--- src/rtl/usb_rx_timer.sv ---
// ---------------------------------------------------------------------------
// usb_rx_timer
//
// Receive-side bit timer for the USB packet receiver. A phase counter is
// re-aligned by every line edge and produces one shift strobe per bit at the
// mid-bit sample point. Strobes are counted against the length of the
// currently selected field; a registered pulse marks field completion and,
// in the DATA field, every completed byte.
//
// Optional feature: define USB_RX_STUFF_CHECK_EN to enable bit-stuffing
// removal and violation detection. When undefined, every sample point strobes,
// d_orig_i is ignored and stuff_err_o is tied low.
//
// Parameters:
//   CLKS_PER_BIT    system clocks per USB bit period
//   SAMPLE_PHASE    0-based phase at which a bit is sampled (< CLKS_PER_BIT)
//
// Ports:
//   clk              system clock
//   n_rst            asynchronous active-low reset
//   d_edge_i         one-cycle pulse on any line transition
//   d_orig_i         decoded (post-NRZI) bit value
//   rcv_active_i     packet reception in progress
//   field_sel_i      current field: 0 SYNC, 1 PID, 2 CRC5, 3 CRC16, 4 DATA
//   shift_strobe_o   sample/shift d_orig this cycle (combinational)
//   bit_cnt_o        bits received in the current field
//   byte_received_o  pulse after every 8th bit of the DATA field
//   field_done_o     pulse when the field length is reached
//   stuff_err_o      pulse on a bit-stuffing violation
// ---------------------------------------------------------------------------
module usb_rx_timer #(
  parameter int CLKS_PER_BIT = 8,
  parameter int SAMPLE_PHASE = 3
) (
  input  logic       clk,
  input  logic       n_rst,
  input  logic       d_edge_i,
  input  logic       d_orig_i,
  input  logic       rcv_active_i,
  input  logic [2:0] field_sel_i,
  output logic       shift_strobe_o,
  output logic [6:0] bit_cnt_o,
  output logic       byte_received_o,
  output logic       field_done_o,
  output logic       stuff_err_o
);

  localparam int PHASE_W = (CLKS_PER_BIT > 1) ? $clog2(CLKS_PER_BIT) : 1;
  localparam logic [PHASE_W-1:0] PHASE_MAX    = PHASE_W'(CLKS_PER_BIT - 1);
  localparam logic [PHASE_W-1:0] PHASE_SAMPLE = PHASE_W'(SAMPLE_PHASE);
  localparam logic [2:0]         FIELD_DATA   = 3'd4;

  logic [PHASE_W-1:0] phase_q, phase_d;
  logic [6:0]         bit_cnt_q, bit_cnt_d;
  logic [2:0]         field_q;
  logic               field_done_q, field_done_d;
  logic               byte_q, byte_d;
  logic               sample;
  logic               strobe;
  logic [6:0]         field_len;
  logic               field_valid;
  logic [6:0]         cnt_base;
  logic [6:0]         cnt_inc;

  // Phase counter: held at zero while idle, restarted by any line edge so the
  // sample point stays centred on the bit regardless of clock drift.
  always_comb begin
    phase_d = phase_q;
    if (!rcv_active_i || d_edge_i) begin
      phase_d = '0;
    end else if (phase_q == PHASE_MAX) begin
      phase_d = '0;
    end else begin
      phase_d = phase_q + PHASE_W'(1);
    end
  end

  assign sample = rcv_active_i && (phase_q == PHASE_SAMPLE);

`ifdef USB_RX_STUFF_CHECK_EN
  logic [2:0] ones_q, ones_d;
  logic       stuff_err_q, stuff_err_d;
  logic       stuff_bit;

  // After six consecutive ones the transmitter inserts a zero; that sample
  // is dropped instead of shifted, and a one there is a stuffing violation.
  // The run length deliberately survives field changes.
  assign stuff_bit = (ones_q == 3'd6);
  assign strobe    = sample && !stuff_bit;

  always_comb begin
    ones_d      = ones_q;
    stuff_err_d = 1'b0;
    if (!rcv_active_i) begin
      ones_d = '0;
    end else if (sample) begin
      if (stuff_bit) begin
        ones_d      = '0;
        stuff_err_d = d_orig_i;
      end else if (d_orig_i) begin
        ones_d = ones_q + 3'd1;
      end else begin
        ones_d = '0;
      end
    end
  end

  always_ff @(posedge clk or negedge n_rst) begin
    if (!n_rst) begin
      ones_q      <= '0;
      stuff_err_q <= 1'b0;
    end else begin
      ones_q      <= ones_d;
      stuff_err_q <= stuff_err_d;
    end
  end

  assign stuff_err_o = stuff_err_q;
`else
  logic unused_d_orig;

  assign unused_d_orig = d_orig_i;
  assign strobe        = sample;
  assign stuff_err_o   = 1'b0;
`endif

  // Field length lookup; codes 5-7 are invalid and keep the counter idle.
  always_comb begin
    field_len   = 7'd0;
    field_valid = 1'b1;
    case (field_sel_i)
      3'd0:    field_len = 7'd8;
      3'd1:    field_len = 7'd8;
      3'd2:    field_len = 7'd5;
      3'd3:    field_len = 7'd16;
      3'd4:    field_len = 7'd64;
      default: field_valid = 1'b0;
    endcase
  end

  // Field bit counter. A field change restarts counting from zero, and a
  // strobe in that same cycle already belongs to the new field.
  always_comb begin
    bit_cnt_d    = bit_cnt_q;
    field_done_d = 1'b0;
    byte_d       = 1'b0;
    cnt_base     = (field_sel_i != field_q) ? 7'd0 : bit_cnt_q;
    cnt_inc      = cnt_base + 7'd1;
    if (!rcv_active_i || !field_valid) begin
      bit_cnt_d = '0;
    end else if (strobe) begin
      if ((field_sel_i == FIELD_DATA) && (cnt_inc[2:0] == 3'b000)) begin
        byte_d = 1'b1;
      end
      if (cnt_inc == field_len) begin
        bit_cnt_d    = '0;
        field_done_d = 1'b1;
      end else begin
        bit_cnt_d = cnt_inc;
      end
    end else begin
      bit_cnt_d = cnt_base;
    end
  end

  always_ff @(posedge clk or negedge n_rst) begin
    if (!n_rst) begin
      phase_q      <= '0;
      bit_cnt_q    <= '0;
      field_q      <= '0;
      field_done_q <= 1'b0;
      byte_q       <= 1'b0;
    end else begin
      phase_q      <= phase_d;
      bit_cnt_q    <= bit_cnt_d;
      field_q      <= field_sel_i;
      field_done_q <= field_done_d;
      byte_q       <= byte_d;
    end
  end

  assign shift_strobe_o  = strobe;
  assign bit_cnt_o       = bit_cnt_q;
  assign field_done_o    = field_done_q;
  assign byte_received_o = byte_q;

endmodule

--- config.mk ---
export PLATFORM = sky130hd
export DESIGN_NAME = usb_rx_timer
export DESIGN_NICKNAME = d
export VERILOG_FILES = /design/src/rtl/usb_rx_timer.sv
export SDC_FILE = /design/constraint.sdc
export NUM_CORES = 1
export LEC_CHECK = 0
export ABC_CLOCK_PERIOD_IN_PS = 2390
export CORE_MARGIN = 3
export CORE_UTILIZATION = 40
export CTS_CLUSTER_SIZE = 12
export DETAILED_ROUTE_END_ITERATION = 6
export GPL_TIMING_DRIVEN = 0
export PLACE_DENSITY = 0.66
export SYNTH_ARGS = -nofsm -noshare
export SYNTH_HDL_FRONTEND = slang
export SYNTH_SLANG_ARGS = --single-unit
--- constraint.sdc ---
create_clock -name clk -period 2.39 [get_ports clk]
set_clock_uncertainty 0.1 [all_clocks]
set_input_delay 0.478 -clock clk [delete_from_list [all_inputs] [get_ports clk]]
set_output_delay 0.478 -clock clk [all_outputs]
set_load 0.01 [all_outputs]
==> results by group <==
Status
  • Status: finished with violations
  • Failing checks: setup timing

Worst setup path
  • Worst EP required: 2.49 ns
  • Biggest cell delay along the critical path: 0.45 ns
  • R2R setup slack: -0.09 ns
  • WP buf/inv: 0
  • Crit path kind: reg -> reg
  • Worst R2R Path Depth: 9
  • Arr. time, crit path: 2.58 ns
  • CP Capture Type: register
  • CP delay by family, top: simple AND/OR/NAND/NOR gates
  • Startpoint type of the worst setup path: register
  • Crit path max fanout: 5
  • CP cell instances: xor2_2 -> nor3_4 -> and2_4 -> ha_4 -> nand3_4 -> or3_1 -> a21oi_2 -> xnor2_2 -> a311oi_1
  • Slowest cell on crit path: dfrtp_2
  • Reg2reg start: field_q[2]
  • R2R Path End: bit_cnt_o[2]

CTS
  • Clock Sinks: 15
  • CTS max path bufs: 2
  • Worst-path clk slew: 0.09 ns
  • H-Tree Depth: 1
  • Num CTS Buffers: 3
  • Clock latency on the worst-skew pair: 0.29 ns
  • Root Buffer: clkbuf_4
  • CTS tree: done

Synthesis
  • Count leader, synth: dfrtp_1
  • Sequential-to-total area share from yosys stat: 34.9%
  • Synth warn: 0
  • Netlist cell types: 45
  • Number of synthesized flops with an enable pin: 0
  • Asr flop ratio synth: 100%
  • Syn_area_per_cell: 10.2 um2
  • Synthesized Nets: 118
  • Ranking of synthesized cells by area: dfrtp_1 35%, ha_1 5.8%, xnor2_1 5.7%, buf_6 4.2%, xor2_1 4.1%
  • Number of synthesized register bits: 15
  • Netlist Area Pre-Place: 1070 um2
  • Cell count after synthesis: 105
  • Commonest cells in the netlist: 15 x dfrtp_1, 7 x nand2_1, 7 x xnor2_1, 5 x ha_1, 5 x xor2_1
  • Synth area leader: dfrtp_1
  • Top-area cell type share of the netlist area: 34.9%
  • Prevailing post-synth register cell: dfrtp_1

Floorplanning
  • Core Footprint: 2520 um2
  • IO Count: 19
  • # rows: 18
  • Die Y: 57.8 um
  • Initial Utilization: 42.6%
  • DIE WIDTH: 57.8 um
  • DIE AREA: 3340 um2

Placed design
  • I/O Buffers: 16
  • Placed inst area: 1340 um2
  • Number of placed cells counting well taps: 151
  • DPL Wire Length: 1.76 mm
  • Routability cong.: 0.773
  • Place WS: -1.05 ns

Route
  • Avg WL per Cell: 15.7 um
  • DRT antenna net count: 0
  • Final WL: 2.58 mm
  • DRC: 0
  • Routed via count: 947
  • Pre-antenna DRT Iters: 4
  • Vias/cell: 5.74
  • Initial drt markers: 30

Min path
  • Worst hold path depth: 1
  • Worst Hold Launch: field_sel_i[0]
  • Hold Crit Class: in -> reg
  • Hold EP: field_q[0]

Timing
  • RSZ-0062 raised after global routing: yes
  • Slew Viols, Final: 0
  • Setup total negative slack: -0.374 ns
  • Rel. slew slack: 54.7%
  • Final setup violation count: 5
  • Slew @ Worst Pin: 0.678 ns
  • Hold Fails Final Rpt: 0
  • Setup slack after layout: -0.0906 ns
  • Final min period: 2.48 ns
  • Fmax achieved: 0.403 GHz
  • Final Cycle Share: 104%

Pwr
  • Leak: 0.577 nW
  • Flop pwr share: 52.3%
  • Sw Ratio: 27.6%
  • Worst vdd ir: 0.375 mV
  • Total net switching power: 0.138 mW
  • Int Pwr: 0.363 mW
  • Combinational share of power: 17.9%
  • Clock Power Share: 29.8%
  • Pwr/cell area: 331 nW/um2

Layout
  • Nets@finish: 149
  • Post-route cell area: 1520 um2
  • Post-layout util: 60.1%
  • Area Growth Syn to Fin: 41.1%
  • Fraction of layout cells with a size suffix above 1: 34.8%
  • Post-Layout Cell Count: 165
  • ANT cells: 0

Global route
  • Initial antenna violation count: 0
  • Largest net degree at the start of global routing: 16
  • Number of global-route vias before repair: 967
  • GRT overflow: 0
  • Tot GR Track Use: 17.1%
  • Global-route wire length before repair: 4.42 mm

Job
  • Max-cap violations: 0
==> metrics by stage <==
stage	total power, mW	hold WS [ns]
6_report	0.502	0.238
2_1_floorplan	0.311	0.0824
5_1_grt	0.532	0.221
3_5_place_dp	0.340	0.337
4_1_cts	0.503	0.230
3_3_place_gp	0.338	0.327
==> flip-flops by register name (all words and copies together), names as in the netlist <==
name / flops
field_q: 3
field_done_o: 1
phase_q: 3
byte_received_o: 1
bit_cnt_o: 7
==> cells in the final DEF, fill, tap and decap left out, types with 3 or more instances in the layout <==
cell type,instances
clkdlybuf4s50_1,12
buf_2,4
a311oi_2,3
inv_1,3
buf_6,3
buf_4,12
xnor2_1,6
ha_1,3
nand2_1,7
o21ai_0,3
or3_1,3
dfrtp_1,14
xor2_2,3
clkbuf_4,3
==> power by group through the flow <==
stage	clock network, mW	registers [mW]	logic (mW)
finish	0.149	0.262	0.0899
global route	0.171	0.263	0.0976
CTS	0.155	0.263	0.0853
detailed placement	0	0.267	0.0730
global placement	0	0.267	0.0714
floorplan	0	0.267	0.0443
==> worst max path at each step <==
stage               depth (start not counted)           start            to  slack [ns]
floorplan                                  11  field_sel_i[0]  bit_cnt_o[3]       -0.17
global placement                           11  field_sel_i[2]  bit_cnt_o[0]       -1.01
detailed placement                         11  field_sel_i[2]  bit_cnt_o[3]       -1.05
CTS                                         9      field_q[0]  field_done_o       -0.09
global route                                9      field_q[2]  bit_cnt_o[3]       -0.19
finish                                      9      field_q[2]  bit_cnt_o[2]       -0.09
==> routing by layer <==
layer	GRT usage, %	routed length [um]	vias up
li1	-	-	448
met1	20.6	1110	473
met2	30.2	1320	22
met3	4.90	113	4
met4	3.64	34	0
met5	0	0	-
==> cell families (layout without fill, tap and decap cells) <==
family,Yosys count,in the layout,synth area share (%)
flip-flops,15,15,34.9
AO/OA/AOI/OAI,22,22,16.9
multiplexers,1,1,0.931
adder cells (fa/ha/maj),5,5,5.82
AND/OR/NAND/NOR,38,38,22.7
other,1,1,0.349
buffers and inverters,10,40,7.10
XOR/XNOR,13,13,11.3
==> worst reg2reg max path: stages, from the launching register on <==
cell      delay [ns]
dfrtp_2         0.45
xor2_2          0.17
nor3_4          0.24
and2_4          0.20
ha_4            0.16
nand3_4         0.09
or3_1           0.34
a21oi_2         0.21
xnor2_2         0.15
a311oi_1        0.27
==> cell type report <==
type | instances | area (um2)
Fill cell | 220 | 1010
Inverter | 3 | 11.3
Clock buffer | 4 | 26.3
Tap cell | 30 | 37.5
Buffer | 6 | 66.3
Multi-Input combinational cell | 80 | 772
Timing Repair Buffer | 27 | 226
Sequential cell | 15 | 377
==> timing repair <==
action | CTS | global route
hold buffers | 0 | 0
pin swaps | 15 | 14
setup endpoints to repair | 7 | 6
setup buffers | 9 | 2
resized for setup | 24 | 5
(Power assumes the default switching activity.)
